### config.mk
export PLATFORM = sky130hd
export DESIGN_NAME = serial_right_shifter
export DESIGN_NICKNAME = d
export VERILOG_FILES = /design/src/rtl/serial_right_shifter.sv
export SDC_FILE = /design/constraint.sdc
export NUM_CORES = 1
export LEC_CHECK = 0
export CAP_MARGIN = 0
export CORE_MARGIN = 4
export CORE_UTILIZATION = 51
export CTS_CLUSTER_SIZE = 12
export DETAILED_ROUTE_END_ITERATION = 16
export MAX_ROUTING_LAYER = met4
export PLACE_DENSITY_LB_ADDON = 0.1
export SYNTH_ARGS = -nofsm -noshare
export SYNTH_HDL_FRONTEND = slang
export SYNTH_SLANG_ARGS = --single-unit
### constraint.sdc
create_clock -name Clock -period 2.9 [get_ports Clock]
set_clock_uncertainty 0.1 [all_clocks]
set_input_delay 0.435 -clock Clock [delete_from_list [all_inputs] [get_ports Clock]]
set_output_delay 0.435 -clock Clock [all_outputs]
set_load 0.005 [all_outputs]
### src/rtl/serial_right_shifter.sv
// Multi-cycle right shifter: logical, arithmetic or rotate, one bit per SHIFT cycle.
// Define SERIAL_SHIFTER_FAST_EN to take 4-bit steps while at least 4 bits of count remain.
module serial_right_shifter #(
  parameter int Width = 32
) (
  input  logic                     Clock,
  input  logic                     Reset,
  input  logic                     Start,
  input  logic [Width-1:0]         DataA,
  input  logic [$clog2(Width)-1:0] ShiftAmount,
  input  logic [1:0]               Mode,
  output logic                     Ready,
  output logic                     Done,
  output logic [Width-1:0]         Result
);

  localparam int CW = $clog2(Width);

  typedef enum logic [1:0] {
    IDLE  = 2'd0,
    SHIFT = 2'd1,
    DONE  = 2'd2
  } state_t;

  state_t           state_r, state_s;
  logic [Width-1:0] work_r, work_s;
  logic [CW-1:0]    count_r, count_s;
  logic [1:0]       mode_r, mode_s;
  logic [Width-1:0] result_r, result_s;

  // Modes 0 and 3 (and anything unlisted) shift in zeros.
  function automatic logic [Width-1:0] step1(input logic [Width-1:0] v, input logic [1:0] m);
    logic [Width-1:0] r;
    case (m)
      2'd1:    r = {v[Width-1], v[Width-1:1]};
      2'd2:    r = {v[0], v[Width-1:1]};
      default: r = {1'b0, v[Width-1:1]};
    endcase
    return r;
  endfunction

`ifdef SERIAL_SHIFTER_FAST_EN
  function automatic logic [Width-1:0] step4(input logic [Width-1:0] v, input logic [1:0] m);
    logic [Width-1:0] r;
    case (m)
      2'd1:    r = {{4{v[Width-1]}}, v[Width-1:4]};
      2'd2:    r = {v[3:0], v[Width-1:4]};
      default: r = {4'b0000, v[Width-1:4]};
    endcase
    return r;
  endfunction
`endif

  // State, operand and result registers; reset abandons any operation in flight.
  always_ff @(posedge Clock or posedge Reset) begin
    if (Reset) begin
      state_r  <= IDLE;
      work_r   <= '0;
      count_r  <= '0;
      mode_r   <= 2'd0;
      result_r <= '0;
    end else begin
      state_r  <= state_s;
      work_r   <= work_s;
      count_r  <= count_s;
      mode_r   <= mode_s;
      result_r <= result_s;
    end
  end

  // Next-state logic; Result is loaded on the same edge that enters DONE.
  always_comb begin
    state_s  = state_r;
    work_s   = work_r;
    count_s  = count_r;
    mode_s   = mode_r;
    result_s = result_r;
    case (state_r)
      IDLE: begin
        if (Start) begin
          work_s  = DataA;
          count_s = ShiftAmount;
          mode_s  = Mode;
          if (ShiftAmount == '0) begin
            state_s  = DONE;
            result_s = DataA;
          end else begin
            state_s = SHIFT;
          end
        end else begin
          state_s = IDLE;
        end
      end
      SHIFT: begin
`ifdef SERIAL_SHIFTER_FAST_EN
        if (count_r >= CW'(4)) begin
          work_s  = step4(work_r, mode_r);
          count_s = count_r - CW'(4);
        end else begin
          work_s  = step1(work_r, mode_r);
          count_s = count_r - CW'(1);
        end
`else
        work_s  = step1(work_r, mode_r);
        count_s = count_r - CW'(1);
`endif
        if (count_s == '0) begin
          state_s  = DONE;
          result_s = work_s;
        end else begin
          state_s = SHIFT;
        end
      end
      DONE: begin
        state_s = IDLE;
      end
      default: begin
        state_s = IDLE;
      end
    endcase
  end

  assign Ready  = (state_r == IDLE);
  assign Done   = (state_r == DONE);
  assign Result = result_r;

endmodule
==> results of run 1 <==
-- placed cells by master, fill, tap and decap left out, drive strengths merged --
master	instances
nor2	3
a22oi	2
a211oi	1
clkinvlp	2
clkdlybuf4s50	75
nand2b	1
mux2	32
nor2b	1
o21ai	39
and3b	2
or2	1
a221o	3
mux2i	32
and2b	1
inv	5
nor3b	6
a31oi	1
a21oi	3
nand2	97
clkbuf	9
o2bb2ai	1
bufinv	1
buf	6
or2b	1
or3	2
dfrtp	73
ha	4
nand4	1
clkinv	3
nor4	1
nor3	3
-- sequential cells by signal, summed over array words and instances (netlist names) --
register	cells
work_r	32
count_r	5
mode_r	2
state_r	2
Result	32
-- synthesized netlist by cell type, types with 3 or more instances --
cell type	n
nand2_1	97
ha_1	4
o21ai_0	39
mux2_2	3
nor3b_1	6
clkbuf_1	8
a221o_1	3
nor2_1	3
mux2i_1	32
buf_6	3
nor3_1	3
mux2_4	29
dfrtp_1	73
inv_1	5
buf_2	7
-- logic make-up after synthesis --
| group | share of synthesized area |
|---|---|
| and+or+nand+nor | 0.145 |
| buffers and inverters | 0.0367 |
| adders and majority gates | 0.0139 |
| AOI/OAI and AO/OA | 0.0800 |
| DFF | 0.506 |
| muxes | 0.219 |
-- path summary, 6_finish.rpt --
kind	startpoint	endpoint	slack (ps)	cells past startpoint
setup / recovery	count_r[0]$_DFFE_PP0P_	Result[29]$_DFFE_PP0P_	700	7
hold / removal	Reset	Result[21]$_DFFE_PP0P_	350	2
setup reg to reg	count_r[0]$_DFFE_PP0P_	Result[29]$_DFFE_PP0P_	700	7
hold reg to reg	Result[23]$_DFFE_PP0P_	Result[23]$_DFFE_PP0P_	410	1
max in group asynchronous	Reset	Result[3]$_DFFE_PP0P_	1710	3
min in group Clock	Result[23]$_DFFE_PP0P_	Result[23]$_DFFE_PP0P_	410	1
-- critical path, stage by stage, from the launching register on --
cell and delay, ps:
dfrtp_1 440, inv_1 90, ha_1 250, nor2_1 160, nand4_1 180, a21oi_4 210
buf_12 260, mux2_2 370
-- power breakdown --
group | internal [uW] | total, uW | switching (uW)
combinational | 1260 | 2270 | 1010
sequential | 1490 | 1810 | 315
clock | 388 | 757 | 369
total | 3140 | 4830 | 1700
-- routing by layer --
metal,wire length (um),GRT usage,share of wire
met1,3480,0.249,0.45
met2,3660,0.303,0.48
met3,422,0.0574,0.055
met4,140,0.0681,0.018
met5,0,-,0
-- stage by stage --
step                       util  std cells  worst slack (ps)
after CTS                 0.679        508               736
after global placement    0.652        493               521
final                     0.679        508               698
after floorplan               -        336               512
after global routing      0.679        508               601
after detailed placement  0.652        493               500
-- cell type report --
type                    count  area [sq um]
multi-input cells         238          1670
inverters                   5          18.8
clock inverters             6          60.1
fillers                   563          2190
clock buffers               9           124
well taps                  96           120
repair buffers             81           821
flip-flops and latches     73          1830
==> metrics.md, run 1 <==
| Metric | Value |
|---|---|
| Required @ worst endpoint | `roughly 3000 ps` |
| Vias per cell | `5.24` |
| Die ar. | `8490 sq um` |
| Status | `complete, no violations` |
| Final Power | `approximately 4800 uW` |
| Hold Buf Count CTS | `0` |
| Worst hold slack | `about 350 ps` |
| DRT Pass-1 Iters | `4` |
| Drc violations | `0` |
| Minimum clock period | `2200 ps` |
| Sum Neg Setup Slack | `0 ps` |
| Worst-Margin Slew | `slightly above 600 ps` |
| FP Rows | `30` |
| Startpoint types | `flop` |
| Synth warnings | `0` |
| CTS tree | `yes` |
| Area grow syn2layout | `28.4%` |
| Cts repair resizes | `0` |
| CTS Sinks | `73` |
| Setup Crit Path Kind | `reg2reg` |
| Yosys reg bits | `73` |
| WP data arrival | `roughly 2300 ps` |
| Final Max Tran Viols | `0` |
| Area post-placement | `4450 sq um` |
| Total GRT Usage | `0.197` |
| Rel. slew slack | `0.589` |
| First-pass GRT wire length | `approximately 13 mm` |
| Register area share after synthesis | `0.506` |
| Leak | `0.00210 uW` |
| Initial antenna violation count | `0` |
| DPL Wire Length | `around 5.2 mm` |
| IO Pins | `76` |
| Postcts setup bufs | `0` |
| Post-synth EDFFs | `0` |
| Clock Tree Root | `clkbuf_8` |
| Top-area cell type share of the netlist area | `0.506` |
| Pwr per Cell Area | `1040 nW/um^2` |
| Mean Syn Cell Area | `approximately 11 sq um` |
| Post-synth cell types | `32` |
| Longest Clk Path Bufs | `2` |
| Cts bufs inserted | `9` |
| Syn Nets | `around 380` |
| Max Clock Freq | `454 MHz` |
| Via count of the first global-routing pass | `2678` |
| GRT overflow | `0` |
| Worst-skew pair later-pin latency | `340 ps` |
| Largest net degree at the start of global routing | `between 50 and 60` |
| DR vias | `2661` |
| Number of port buffers | `75` |
| Max-cap check violation count | `0` |
| Post-synthesis cell count | `~340` |
| Routed WL | `approximately 7.7 mm` |
| GP Congestion | `~0.8` |
| Final period util | `0.759` |
| Main synth FF type | `dfrtp_1` |
| DR WL/cell | `roughly 15 um` |
| Initial core utilization | `0.529` |
| CP Max Fanout | `33` |
| Final setup viols | `0` |
| H-tree levels | `3` |
| Horiz. Die Dim | `~92 um` |
| Layout cells sized above 1 | `0.148` |
| Hold Crit Class | `in2async` |
| Final-report hold violation count | `0` |
| Design area | `roughly 4600 sq um` |
| Synth top area cells | `dfrtp_1, mux2_4, nand2_1` |
| Die height | `approximately 92 um` |
| Nets | `~450` |
| Crit end category | `flop` |
| Peak supply drop | `0.490 mV` |
| Clock slew at reported path FFs | `80 ps` |
| RSZ-0062 raised after global routing | `no` |
| Antenna Nets Post-Route | `0` |
| Synth Cell Area | `around 3600 sq um` |
| Async set-reset flop share out of synthesis | `1.00` |
| Antenna Cells | `0` |
| Core area | `6830 sq um` |
| Iter 0 DRT Violations | `roughly 120` |
| Post-synth top area cell | `dfrtp_1` |
Note: power is estimated with default switching activity, not from simulation.
==> run 2: changes to the inputs <==
==> constraint.sdc (replaced) <==
create_clock -name Clock -period 2.2 [get_ports Clock]
set_clock_uncertainty 0.1 [all_clocks]
set_input_delay 0.33 -clock Clock [delete_from_list [all_inputs] [get_ports Clock]]
set_output_delay 0.33 -clock Clock [all_outputs]
set_load 0.005 [all_outputs]
==> run 2 against run 1 <==
Sequential power up 31%. Critical path depth unchanged. Final cell count increased by 1.6%. Maximum frequency rose by 6.6%. Total power rose by 35%. Worst hold slack worse by 160 ps. First-iteration DRC count fell by 15%. Register-to-register slack worse by 560 ps. Global-route usage down 0.21 points. Critical path type unchanged. Largest cell class unchanged. Largest power group unchanged.
==> metrics.md, run 2 (synthesis gave the netlist of run 1 again) <==
| Metric | Value |
|---|---|
| Layout cells sized above 1 | `0.162 (+0.0138)` |
| Sw Ratio | `0.347 (-0.00392)` |
| Hold Crit Class | `in2async` |
| Max stage delay on crit path | `420 ps (-20 ps)` |
| IO Pins | `76 (unchanged)` |
| Final setup viols | `0 (unchanged)` |
| First-pass GRT wire length | `12.8 mm (-0.26%)` |
| Final Max Tran Viols | `0 (unchanged)` |
| Leak | `0.00214 uW (+2.1%)` |
| Die ar. | `8490 sq um (unchanged)` |
| Cts repair resizes | `0 (unchanged)` |
| Share of power burned in registers | `0.366 (-0.008)` |
| Fin util | `0.694 (+0.0154)` |
| WP buf/inv | `2 (unchanged)` |
| GP Congestion | `0.820 (+3.0%)` |
| R2r worst-path depth | `7 (unchanged)` |
| Via count of the first global-routing pass | `2693 (+0.56%)` |
| Longest Clk Path Bufs | `2 (unchanged)` |
| Status | `complete, no violations` |
| Max Clock Freq | `484 MHz (+6.6%)` |
| FP Rows | `30 (unchanged)` |
| Antenna Nets Post-Route | `0 (unchanged)` |
| Worst reg2reg path startpoint | `count_r[0]$_DFFE_PP0P_` |
| CTS Sinks | `73 (unchanged)` |
| CP Max Fanout | `17 (-48%)` |
| Worst hold slack | `185 ps (-163 ps)` |
| Slowest CP cell | `dfrtp_1` |
| Most frequent cells in the layout | `nand2_1, clkdlybuf4s50_1, dfrtp_1` |
| P_sw | `2260 uW (+33%)` |
| Antenna Cells | `0 (unchanged)` |
| Clock slew at reported path FFs | `80 ps (about the same)` |
| Vias per cell | `5.13 (-2.1%)` |
| Worst-skew pair later-pin latency | `340 ps (about the same)` |
| Initial core utilization | `0.529 (unchanged)` |
| Sum Neg Setup Slack | `0 ps (unchanged)` |
| Most common cell after layout, fill and taps aside | `nand2_1` |
| Drc violations | `0 (unchanged)` |
| Area grow syn2layout | `31.3%` |
| Initial antenna violation count | `0 (unchanged)` |
| Max-cap check violation count | `0 (unchanged)` |
| Hold Buf Count CTS | `0 (unchanged)` |
| Worst R2R End | `Result[31]$_DFFE_PP0P_` |
| WP data arrival | `2190 ps (-140 ps)` |
| H-tree levels | `3 (unchanged)` |
| Final-report hold violation count | `0 (unchanged)` |
| Largest net degree at the start of global routing | `51 (-1.9%)` |
| DR vias | `2646 (-0.56%)` |
| Final period util | `0.939 (+0.179)` |
| Minimum clock period | `2060 ps (-137 ps)` |
| GRT overflow | `0 (unchanged)` |
| Total GRT Usage | `0.195 (-0.00209)` |
| Reg2reg setup slack | `140 ps (-560 ps)` |
| Comb pwr share | `0.475 (+0.005)` |
| Cts bufs inserted | `9 (unchanged)` |
| Worst-Margin Slew | `393 ps (-224 ps)` |
| Crit path cell chain | `inv_1 -> ha_1 -> and3b_1 -> a22oi_1 -> a21oi_4 -> buf_12 -> mux2_2` |
| Rel. slew slack | `0.738 (+0.149)` |
| RSZ-0062 raised after global routing | `no` |
| Pwr per Cell Area | `1370 nW/um^2 (+32%)` |
| Setup Crit Path Kind | `reg2reg` |
| Nets | `461 (+1.5%)` |
| Horiz. Die Dim | `92.1 um (unchanged)` |
| Crit end category | `flop` |
| Part of the power in the clock network | `0.159 (+0.003)` |
| Core area | `6830 sq um (unchanged)` |
| DRT Pass-1 Iters | `4 (unchanged)` |
| CTS tree | `yes` |
| Iter 0 DRT Violations | `101 (-15%)` |
| Postcts setup bufs | `0 (unchanged)` |
| DR WL/cell | `14.9 um (-1.7%)` |
| Power Internal | `4250 uW (+35%)` |
| Required @ worst endpoint | `2330 ps (-700 ps)` |
| Die height | `92.1 um (unchanged)` |
| Critical path's top delay family | `flip-flops` |
| DPL Wire Length | `5.43 mm (+3.8%)` |
| Peak supply drop | `0.843 mV (+72%)` |
| Routed WL | `7.70 mm (-0.17%)` |
| Startpoint types | `flop` |
| Clock Tree Root | `clkbuf_8` |
| Number of port buffers | `75 (unchanged)` |
## run 2: through the flow
step | setup WS [ps] | instances | total power [uW] | area [sq um]
final | 135 | 516 | 6510 | 4740
after detailed placement | -88.8 | 498 | 5490 | 4530
after global placement | -78.4 | 498 | 5390 | 4530
after global routing | 27.7 | 516 | 7000 | 4740
after CTS | 97.2 | 514 | 6530 | 4730
after floorplan | 261 | 336 | 4250 | 3610
## run 2: layer usage
metal / part of all wire / vias to the layer above / track usage
li1: - / 1311 / -
met1: 0.46 / 1272 / 0.237
met2: 0.49 / 53 / 0.322
met3: 0.038 / 10 / 0.0402
met4: 0.013 / 0 / 0.0693
met5: 0 / - / -
## run 2: power groups by stage
| stage | clock network [uW] | logic (uW) | registers (uW) |
|---|---|---|---|
| after floorplan | 0 | 1940 | 2310 |
| after global placement | 0 | 3000 | 2390 |
| after detailed placement | 0 | 3090 | 2400 |
| after CTS | 1050 | 3100 | 2390 |
| after global routing | 1120 | 3410 | 2460 |
| final | 1040 | 3090 | 2380 |
## run 2: final cells by class
| cell class | instances | area [sq um] |
|---|---|---|
| clock buffers | 10 | 128 |
| repair buffers | 88 | 911 |
| well taps | 96 | 120 |
| multi-input cells | 238 | 1670 |
| flip-flops and latches | 73 | 1830 |
| fillers | 544 | 2090 |
| clock inverters | 6 | 67.6 |
| inverters | 5 | 22.5 |
## run 2: worst max-delay path by stage
stage	start	endpoint	slack, ps	cells past startpoint
floorplan	count_r[0]$_DFFE_PP0P_	Result[10]$_DFFE_PP0P_	260	7
global placement	ShiftAmount[3]	Result[31]$_DFFE_PP0P_	-80	6
detailed placement	ShiftAmount[3]	Result[29]$_DFFE_PP0P_	-90	6
CTS	count_r[0]$_DFFE_PP0P_	Result[31]$_DFFE_PP0P_	100	7
global route	count_r[0]$_DFFE_PP0P_	Result[31]$_DFFE_PP0P_	30	7
finish	count_r[0]$_DFFE_PP0P_	Result[31]$_DFFE_PP0P_	140	7
==> run 3: changes to the inputs <==
--- a/config.mk
+++ b/config.mk
@@ -5,9 +5,9 @@
 export SDC_FILE = /design/constraint.sdc
 export NUM_CORES = 1
 export LEC_CHECK = 0
-export CAP_MARGIN = 0
+export CAP_MARGIN = 5
 export CORE_MARGIN = 4
-export CORE_UTILIZATION = 51
+export CORE_UTILIZATION = 45
 export CTS_CLUSTER_SIZE = 12
 export DETAILED_ROUTE_END_ITERATION = 16
 export MAX_ROUTING_LAYER = met4
==> constraint.sdc (replaced) <==
create_clock -name Clock -period 2.01 [get_ports Clock]
set_clock_uncertainty 0.1 [all_clocks]
set_input_delay 0.3015 -clock Clock [delete_from_list [all_inputs] [get_ports Clock]]
set_output_delay 0.3015 -clock Clock [all_outputs]
set_load 0.005 [all_outputs]
==> run 3 against run 2 <==
Count of clock-buffer cells in the layout unchanged. Setup slack got worse by 130 ps. Wire length increased by 3.3%. Global-route usage decreased by 1.7 points. Critical path type unchanged. Largest power group unchanged.
==> metrics.md, run 3 (synthesis gave the netlist of run 1 again) <==
| Metric | Value |
|---|---|
| Status | `complete, no violations` |
| IO Pins | `76 (unchanged)` |
| Antenna Nets Post-Route | `0 (unchanged)` |
| Rel. slew slack | `0.785 (+0.0472)` |
| Setup Crit Path Kind | `reg2reg` |
| Crit path cell chain | `inv_2 -> ha_4 -> and3b_1 -> nand4_1 -> a21oi_4 -> buf_12 -> clkbuf_16 -> mux2_4` |
| Hold Buf Count CTS | `0 (unchanged)` |
| Initial core utilization | `0.465 (-0.0637)` |
| Via count of the first global-routing pass | `2686 (-0.26%)` |
| Iter 0 DRT Violations | `69 (-32%)` |
| Pwr per Cell Area | `1510 nW/um^2 (+10%)` |
| GRT overflow | `0 (unchanged)` |
| First-pass GRT wire length | `13.2 mm (+2.9%)` |
| DR WL/cell | `15.0 um (+0.39%)` |
| Worst-Margin Slew | `319 ps (-73.4 ps)` |
| Core area | `7770 sq um (+14%)` |
| Max-cap check violation count | `0 (unchanged)` |
| Final-report hold violation count | `0 (unchanged)` |
| R2r worst-path depth | `8 (+1)` |
| Initial antenna violation count | `0 (unchanged)` |
| Clock slew at reported path FFs | `80 ps (about the same)` |
| RSZ-0062 raised after global routing | `yes` |
| Required @ worst endpoint | `2130 ps (-200 ps)` |
| Die ar. | `9520 sq um (+12%)` |
| Comb pwr share | `0.491 (+0.016)` |
| Final Max Tran Viols | `0 (unchanged)` |
| Horiz. Die Dim | `97.6 um (+5.9%)` |
| Most common cell after layout, fill and taps aside | `nand2_1` |
| FP Rows | `32 (+6.7%)` |
| Fin util | `0.645 (-0.0492)` |
| Worst reg2reg path startpoint | `count_r[1]$_DFFE_PP0P_` |
| Hold Crit Class | `in2async` |
| Power Internal | `5040 uW (+19%)` |
| Sw Ratio | `0.335 (-0.0124)` |
| Reg2reg setup slack | `4 ps (-130 ps)` |
| Part of the power in the clock network | `0.167 (+0.008)` |
| Crit end category | `flop` |
| Sum Neg Setup Slack | `0 ps (unchanged)` |
| Minimum clock period | `2010 ps (-59.0 ps)` |
| Vias per cell | `5.09 (-0.77%)` |
| DR vias | `2702 (+2.1%)` |
| Peak supply drop | `0.899 mV (+6.6%)` |
| Number of port buffers | `75 (unchanged)` |
| DRT Pass-1 Iters | `4 (unchanged)` |
| Max stage delay on crit path | `390 ps (-30 ps)` |
| P_sw | `2540 uW (+12%)` |
| Routed WL | `7.95 mm (+3.3%)` |
| Most frequent cells in the layout | `nand2_1, clkdlybuf4s50_1, dfrtp_1` |
| CP Max Fanout | `7 (-10)` |
| CTS tree | `yes` |
| DP Worst Slack | `-312 ps (-223 ps)` |
| Max Clock Freq | `499 MHz (+2.9%)` |
| GP Congestion | `0.765 (-6.7%)` |
| Setup ws final | `4.12 ps (-131 ps)` |
| Final setup viols | `0 (unchanged)` |
| Clock Tree Root | `clkbuf_8` |
| Largest net degree at the start of global routing | `45 (-12%)` |
| CTS Sinks | `73 (unchanged)` |
| Worst-skew pair later-pin latency | `330 ps (about the same)` |
| Longest Clk Path Bufs | `2 (unchanged)` |
| Startpoint types | `flop` |
| H-tree levels | `3 (unchanged)` |
| Share of power burned in registers | `0.342 (-0.024)` |
| Antenna Cells | `0 (unchanged)` |
| Worst hold slack | `140 ps (-44.3 ps)` |
| Final period util | `0.998 (+0.0593)` |
| Worst R2R End | `Result[21]$_DFFE_PP0P_` |
| DPL Wire Length | `5.40 mm (-0.65%)` |
| Area grow syn2layout | `38.7%` |
| WP buf/inv | `3 (+1)` |
| Critical path's top delay family | `buffers and inverters` |
| Die height | `97.6 um (+5.9%)` |
| Drc violations | `0 (unchanged)` |
| Nets | `471 (+2.2%)` |
| Leak | `0.00224 uW (+4.8%)` |
| Layout cells sized above 1 | `0.200 (+0.0386)` |
| WP data arrival | `2130 ps (-60 ps)` |
| Total GRT Usage | `0.177 (-0.0174)` |
| Cts bufs inserted | `9 (unchanged)` |
| Slowest CP cell | `dfrtp_1` |
| Placed insts | `510 (+2.4%)` |
| Post-Layout Cell Count | `531 (+2.9%)` |
==> run 3: per-stage QoR <==
step / total power (uW) / instance area, sq um
3_5_place_dp: 6110 / 4620
4_1_cts: 7450 / 4890
2_1_floorplan: 4650 / 3610
6_report: 7580 / 5010
3_3_place_gp: 6040 / 4620
5_1_grt: 8150 / 5010
==> run 3: worst max-delay path by stage <==
stage	cells past startpoint	slack [ps]	startpoint	endpoint
2_1_floorplan	7	70	count_r[0]$_DFFE_PP0P_	Result[10]$_DFFE_PP0P_
3_3_place_gp	6	-260	ShiftAmount[3]	Result[31]$_DFFE_PP0P_
3_5_place_dp	6	-310	ShiftAmount[3]	Result[31]$_DFFE_PP0P_
4_1_cts	8	-30	count_r[1]$_DFFE_PP0P_	Result[30]$_DFFE_PP0P_
5_1_grt	8	-60	count_r[1]$_DFFE_PP0P_	Result[13]$_DFFE_PP0P_
6_report	8	4	count_r[1]$_DFFE_PP0P_	Result[21]$_DFFE_PP0P_
==> run 3: final cells by class <==
cell class | count | area, sq um
fill | 636 | 2760
timing repair buffer | 98 | 1090
inverter | 5 | 22.5
clock inverter | 5 | 80.1
multi-input combinational | 238 | 1720
clock buffer | 10 | 138
sequential | 73 | 1830
tap | 102 | 128
==> run 3: power by group through the flow <==
| stage | clock, uW | combinational, uW | sequential [uW] |
|---|---|---|---|
| detailed placement | 0 | 3520 | 2590 |
| finish | 1260 | 3720 | 2590 |
| floorplan | 0 | 2120 | 2530 |
| global placement | 0 | 3450 | 2590 |
| global route | 1360 | 4110 | 2680 |
| CTS | 1290 | 3590 | 2580 |
==> run 3: worst reg2reg max path, delay by kind of cell, from the launching register on <==
| family | cells | cell delay [ps] |
|---|---|---|
| buffers and inverters | 3 | 430 |
| multiplexers | 1 | 290 |
| AO/OA/AOI/OAI | 1 | 200 |
| adder cells (fa/ha/maj) | 1 | 140 |
| flip-flops | 1 | 390 |
| AND/OR/NAND/NOR | 2 | 330 |
==> run 3: timing repair <==
action,in CTS,in global routing
cloned,1,2
setup endpoints to repair,20,32
endpoints found under the hold margin,0,0
resized for setup,3,14
pin swaps,1,4
buffers inserted,1,3
==> run 3: per-layer routing <==
layer  share of wire  global-route usage  up-vias
li1                -                   -     1329
met3           0.032              0.0352       10
met1            0.48               0.231     1307
met2            0.48               0.274       56
met5               0                   -        -
met4          0.0089              0.0671        0
